<file path="src/rtl/secded_pkg.sv">
// rtl/secded_pkg.sv - SECDED code geometry, encoder and error classes.
package secded_pkg;

  typedef enum logic [1:0] {ERR_NONE, ERR_SINGLE, ERR_DOUBLE} err_class_t;

  localparam int MAX_DATA_W = 64;
  localparam int MAX_CHK_W  = 8;

  function automatic int secded_p(input int data_w);
    int p;
    p = 1;
    for (int i = 1; i < 8; i++) begin
      if ((1 << p) < data_w + p + 1) p = p + 1;
    end
    return p;
  endfunction

  // Codeword position of data bit k: the k-th non-power-of-two position from 3 up.
  function automatic int data_pos(input int k);
    int cnt;
    int res;
    cnt = 0;
    res = 0;
    for (int pos = 3; pos < 128; pos++) begin
      if ((pos & (pos - 1)) != 0) begin
        if (cnt == k) res = pos;
        cnt = cnt + 1;
      end
    end
    return res;
  endfunction

  function automatic logic [MAX_CHK_W-1:0] secded_encode(input logic [MAX_DATA_W-1:0] data,
                                                         input int data_w);
    logic [MAX_CHK_W-1:0] chk;
    logic par;
    int k;
    int p;
    p   = secded_p(data_w);
    chk = '0;
    k   = 0;
    for (int pos = 3; pos < 128; pos++) begin
      if (((pos & (pos - 1)) != 0) && (k < data_w)) begin
        for (int i = 0; i < 7; i++) begin
          if (((pos >> i) & 1) != 0) chk[i[2:0]] = chk[i[2:0]] ^ data[k[5:0]];
        end
        k = k + 1;
      end
    end
    par = 1'b0;
    for (int j = 0; j < MAX_DATA_W; j++) begin
      if (j < data_w) par = par ^ data[j[5:0]];
    end
    for (int i = 0; i < 7; i++) begin
      if (i < p) par = par ^ chk[i[2:0]];
    end
    chk[p[2:0]] = par;
    return chk;
  endfunction

endpackage

</file>
<file path="src/rtl/secded_sat_counter.sv">
// rtl/secded_sat_counter.sv - saturating event counter with clear priority.
module secded_sat_counter #(
  parameter int CNT_W = 16
) (
  input  logic             clk,
  input  logic             rst_n,
  input  logic             inc,
  input  logic             clr,
  output logic [CNT_W-1:0] cnt
);

  always_ff @(posedge clk or negedge rst_n) begin
    if (!rst_n) begin
      cnt <= '0;
    end else if (clr) begin
      cnt <= '0;
    end else if (inc && (cnt != '1)) begin
      cnt <= cnt + CNT_W'(1);
    end
  end

endmodule

</file>
<file path="src/rtl/secded_stream_corrector.sv">
// rtl/secded_stream_corrector.sv - two-stage SECDED corrector with valid/ready stream ports.
module secded_stream_corrector
  import secded_pkg::*;
#(
  parameter  int DATA_W = 32,
  parameter  int CNT_W  = 16,
  localparam int P      = secded_p(DATA_W),
  localparam int CHK_W  = P + 1
) (
  input  logic              clk,
  input  logic              rst_n,
  input  logic              in_valid,
  output logic              in_ready,
  input  logic [DATA_W-1:0] in_data,
  input  logic [CHK_W-1:0]  in_chk,
  input  logic              correct_en,
  output logic              out_valid,
  input  logic              out_ready,
  output logic [DATA_W-1:0] out_data,
  output logic              out_err_single,
  output logic              out_err_double,
  input  logic              cnt_clr,
  output logic [CNT_W-1:0]  cnt_corr,
  output logic [CNT_W-1:0]  cnt_unc
);

  localparam int N_POS = DATA_W + P;

  logic              adv;
  logic [P-1:0]      ham;
  logic              s1_valid;
  logic [DATA_W-1:0] s1_data;
  logic [P-1:0]      s1_syn;
  logic              s1_par_err;
  err_class_t        cls;
  logic [DATA_W-1:0] flip_mask;
  logic [DATA_W-1:0] corr_data;

  // Whole pipeline moves together, so a stall freezes every stage at once.
  assign adv      = ~out_valid | out_ready;
  assign in_ready = adv;

  assign ham = P'(secded_encode(MAX_DATA_W'(in_data), DATA_W));

  always_comb begin
    cls = ERR_NONE;
    if (s1_syn == '0) begin
      cls = s1_par_err ? ERR_SINGLE : ERR_NONE;
    end else if (s1_par_err && (32'(s1_syn) <= N_POS)) begin
      cls = ERR_SINGLE;
    end else begin
      cls = ERR_DOUBLE;
    end
  end

  for (genvar k = 0; k < DATA_W; k++) begin : g_flip
    localparam int POS = data_pos(k);
    assign flip_mask[k] = (32'(s1_syn) == POS);
  end

  // A syndrome naming a check position leaves the mask empty, so data passes unchanged.
  assign corr_data = ((cls == ERR_SINGLE) && correct_en) ? (s1_data ^ flip_mask) : s1_data;

  always_ff @(posedge clk or negedge rst_n) begin
    if (!rst_n) begin
      s1_valid       <= 1'b0;
      s1_data        <= '0;
      s1_syn         <= '0;
      s1_par_err     <= 1'b0;
      out_valid      <= 1'b0;
      out_data       <= '0;
      out_err_single <= 1'b0;
      out_err_double <= 1'b0;
    end else if (adv) begin
      s1_valid       <= in_valid;
      s1_data        <= in_data;
      s1_syn         <= ham ^ in_chk[P-1:0];
      s1_par_err     <= ^{in_data, in_chk};
      out_valid      <= s1_valid;
      out_data       <= corr_data;
      out_err_single <= s1_valid && (cls == ERR_SINGLE);
      out_err_double <= s1_valid && (cls == ERR_DOUBLE);
    end
  end

  logic hs_corr;
  logic hs_unc;
  assign hs_corr = out_valid & out_ready & out_err_single;
  assign hs_unc  = out_valid & out_ready & out_err_double;

  secded_sat_counter #(.CNT_W(CNT_W)) u_cnt_corr (
    .clk   (clk),
    .rst_n (rst_n),
    .inc   (hs_corr),
    .clr   (cnt_clr),
    .cnt   (cnt_corr)
  );

  secded_sat_counter #(.CNT_W(CNT_W)) u_cnt_unc (
    .clk   (clk),
    .rst_n (rst_n),
    .inc   (hs_unc),
    .clr   (cnt_clr),
    .cnt   (cnt_unc)
  );

endmodule

</file>
<file path="config.mk">
export PLATFORM = sky130hd
export DESIGN_NAME = secded_stream_corrector
export DESIGN_NICKNAME = d
export VERILOG_FILES = /design/src/rtl/secded_pkg.sv /design/src/rtl/secded_sat_counter.sv /design/src/rtl/secded_stream_corrector.sv
export SDC_FILE = /design/constraint.sdc
export NUM_CORES = 1
export LEC_CHECK = 0
export ABC_AREA = 1
export BUFFER_PORTS_ARGS = -buffer_cell sky130_fd_sc_hd__buf_2
export CAP_MARGIN = 20
export CORE_UTILIZATION = 35
export CTS_CLUSTER_SIZE = 30
export DETAILED_ROUTE_END_ITERATION = 6
export PLACE_DENSITY = 0.58
export SLEW_MARGIN = 5
export SYNTH_ARGS = -nofsm -noshare
export SYNTH_HDL_FRONTEND = slang
export SYNTH_HIERARCHICAL = 1
export SYNTH_SLANG_ARGS = --single-unit
</file>
<file path="constraint.sdc">
create_clock -name clk -period 3.38 [get_ports clk]
set_clock_uncertainty 0.1 [all_clocks]
set_input_delay 0.338 -clock clk [delete_from_list [all_inputs] [get_ports clk]]
set_output_delay 0.338 -clock clk [all_outputs]
set_load 0.02 [all_outputs]
</file>
==> results.md <==
- Synth Area per Inst: between 6 and 7 um^2
- Fmax: 0.400 GHz
- Most frequent cells in the layout: nand2_1, buf_2, dfrtp_1
- Num rows: 51
- Initial Util: between 30% and 40%
- CP max FO: 29
- Die Y: 144 um
- Period minus WS final: around 2500 ps
- Mapped Area: about 0.0071 mm^2
- Fin. max-slew vios: 0
- Worst VDD drop: around 0.27 mV
- Number of global-route vias before repair: between 5000 and 6000
- Final Worst Setup Slack: 878 ps
- Worst hold-check path type: in -> reg
- Post-route DRC violation count: 0
- Clock buffer depth: 2
- Die Wd: 144 um
- Setup slack at placement: ~880 ps
- I/O Pins: between 100 and 150
- Worst EP required: around 3500 ps
- Design Area, Final: approximately 0.008 mm^2
- Layout Nets: ~1200
- Warnings, synthesis: 6
- Final number of hold-violating endpoints: 0
- CTS root buffer: clkbuf_16
- Crit end category: flop
- Setup TNS: 0 ps
- DRT Wirelength: 18600 um
- Max_slew headroom: about two fifths
- Global-route wire length before repair: 30200 um
- Setup CP Type: reg -> reg
- Routed vias/inst: approximately 4.6
- Slowest cell on crit path: nor2_4
- Share of cells above drive strength 1: around 15%
- Initial antenna violation count: 0
- Startpoint types: flop
- Post-CTS Setup Repair Bufs: 0
- Area grow syn2layout: 15.4%
- Hpwl dp: 14400 um
- Ant. Diodes: 0
- CTS buffer count: 9
- Commonest non-fill, non-tap cell in the layout: nand2_1
- Critical path cell sequence: inv_2 -> nand2_2 -> nor2_4 -> nand2_2 -> nand3_1 -> nand2_2 -> nor2_4 -> inv_2 -> nor2_2 -> nand3_1 -> nand3_1 -> nand2_1
- Routed vias: around 6500
- Total GRT Usage: 18.7%
- Cells after synthesis: roughly 1000
- Placement Cell Area: just under 0.008 mm^2
- FF+latch count, synth: roughly 110
- Routability Congestion: 0.875
- Leak: about 0.0043 uW
- Worst path arrival time: 2650 ps
- Total grt overflow: 0
- CTS sink count: 107
- Final setup vio count: 0
- Final Core Density: 41.6%
- Count of different cell masters after synthesis: 34
- Clock-pin slew on the worst setup and hold paths: roughly 80 ps
- Drt wl/cell: ~13 um
- Power Total: between 3000 and 4000 uW
- CP max stage delay: roughly 500 ps
- First-pass DRT Iterations: 7
- Post-DRT Antenna Nets: 0
- Max cap viols: 0
- Initial DRC count: about 290
- Largest net degree at the start of global routing: 82
- Die area: 0.0208 mm^2
- Pwr/cell area: between 400 and 500 mW/mm^2
- Worst Tran Pin Value: 889 ps
- Core area: 0.0197 mm^2
- RSZ-0062 raised after global routing: no
- Period utilisation layout: about three quarters
- Clk_lat worst skew: approximately 360 ps
- CTS tree: built
- Net Count, Synth: between 1000 and 1500
- H-tree Lvls: 3
- PortBufs: about 110
- Run status: complete, no violations
- Post-synthesis sequential area ratio: 37.8%
-- metal layers --
metal | GRT usage, % | up-vias | part of all wire (%) | routed length (um)
met5 | 0 | - | 0 | 0
met4 | 5.98 | 0 | 1.6 | 288
met3 | 2.12 | 17 | 3.9 | 722
met2 | 31.6 | 143 | 47 | 8760
met1 | 24.8 | 2923 | 47 | 8780
li1 | - | 3385 | - | -
-- cell usage after synthesis --
library cell | instances | area [um^2]
nand2_1 | 442 | 1660
dfrtp_1 | 107 | 2680
inv_1 | 94 | 353
nand3_1 | 78 | 390
nor2_1 | 55 | 206
xnor2_1 | 49 | 429
xor2_1 | 44 | 385
o21ai_0 | 43 | 215
nand4_1 | 23 | 144
clkbuf_1 | 21 | 78.8
nand2_2 | 8 | 50.1
nor2_4 | 6 | 67.6
a31oi_1 | 5 | 31.3
or2_2 | 5 | 31.3
buf_2 | 4 | 20.0
inv_2 | 4 | 15.0
nand2_4 | 4 | 45.0
nor3_1 | 4 | 20.0
o21bai_1 | 4 | 30.0
a21oi_1 | 3 | 15.0
a31o_2 | 2 | 17.5
buf_1 | 2 | 7.51
buf_12 | 2 | 40.0
buf_6 | 2 | 22.5
ha_1 | 2 | 25.0
inv_4 | 2 | 12.5
nand3b_1 | 2 | 15.0
nor2_2 | 2 | 12.5
o21ai_4 | 2 | 32.5
o22ai_1 | 2 | 12.5
a21o_1 | 1 | 7.51
buf_4 | 1 | 7.51
clkinv_1 | 1 | 3.75
nor4_1 | 1 | 6.26
-- power by group --
group	internal [uW]	total, uW	leakage [uW]	switching (uW)
combinational	388	1230	0.00284	845
clock	590	1110	0.000154	519
sequential	1460	1600	0.00135	139
-- through the flow --
step	instances	hold WS, ps
after floorplan	1027	-57.6
after global placement	1378	360
after detailed placement	1378	360
after CTS	1395	116
after global routing	1395	125
final	1395	111
-- final cells by class --
type / instances / area, um^2
Multi-Input combinational cell: 787 / 3860
Inverter: 101 / 384
Fill cell: 2131 / 11500
Clock inverter: 7 / 83.8
Sequential cell: 107 / 2680
Tap cell: 265 / 332
Timing Repair Buffer: 119 / 618
Clock buffer: 9 / 225
-- worst max-delay path, delay by kind of cell, from the launching register on --
kind                   cells  cell delay, ps
buffers and inverters      2             320
flip-flops                 1             440
AND/OR/NAND/NOR           10            1520
-- final timing paths --
check,cells after the start,from,slack (ps),end
max,12,s1_syn[3]$_DFFE_PN0P_,880,out_data[4]$_DFFE_PN0P_
min,3,in_valid,110,s1_valid$_DFFE_PN0P_
max reg2reg,12,s1_syn[3]$_DFFE_PN0P_,880,out_data[4]$_DFFE_PN0P_
min reg2reg,2,out_data[9]$_DFFE_PN0P_,380,out_data[9]$_DFFE_PN0P_
max in group asynchronous,3,rst_n,1840,out_data[15]$_DFFE_PN0P_
min in group asynchronous,2,rst_n,500,u_cnt_unc/cnt[7]$_DFFE_PN0P_
-- kinds of logic after synthesis --
group	after synthesis	share of synthesized area (%)
AND/OR/NAND/NOR	630	37.4
buffers and inverters	133	7.91
adder cells (fa/ha/maj)	2	0.353
flip-flops	107	37.8
AO/OA/AOI/OAI	62	5.10
XOR/XNOR	93	11.5
-- flip-flops by register name, summed over array words and instances (netlist names) --
register	flops
out_data	32
s1_data	32
u_cnt_corr/cnt	16
u_cnt_unc/cnt	16
s1_syn	6
out_err_double	1
out_err_single	1
out_valid	1
s1_par_err	1
s1_valid	1
-- what timing repair did --
item / 4_1_cts / 5_1_grt
hold endpoints to repair: 1 / 0
gates resized for setup: 0 / 0
hold buffers: 1 / 0
(Power assumes the default switching activity.)
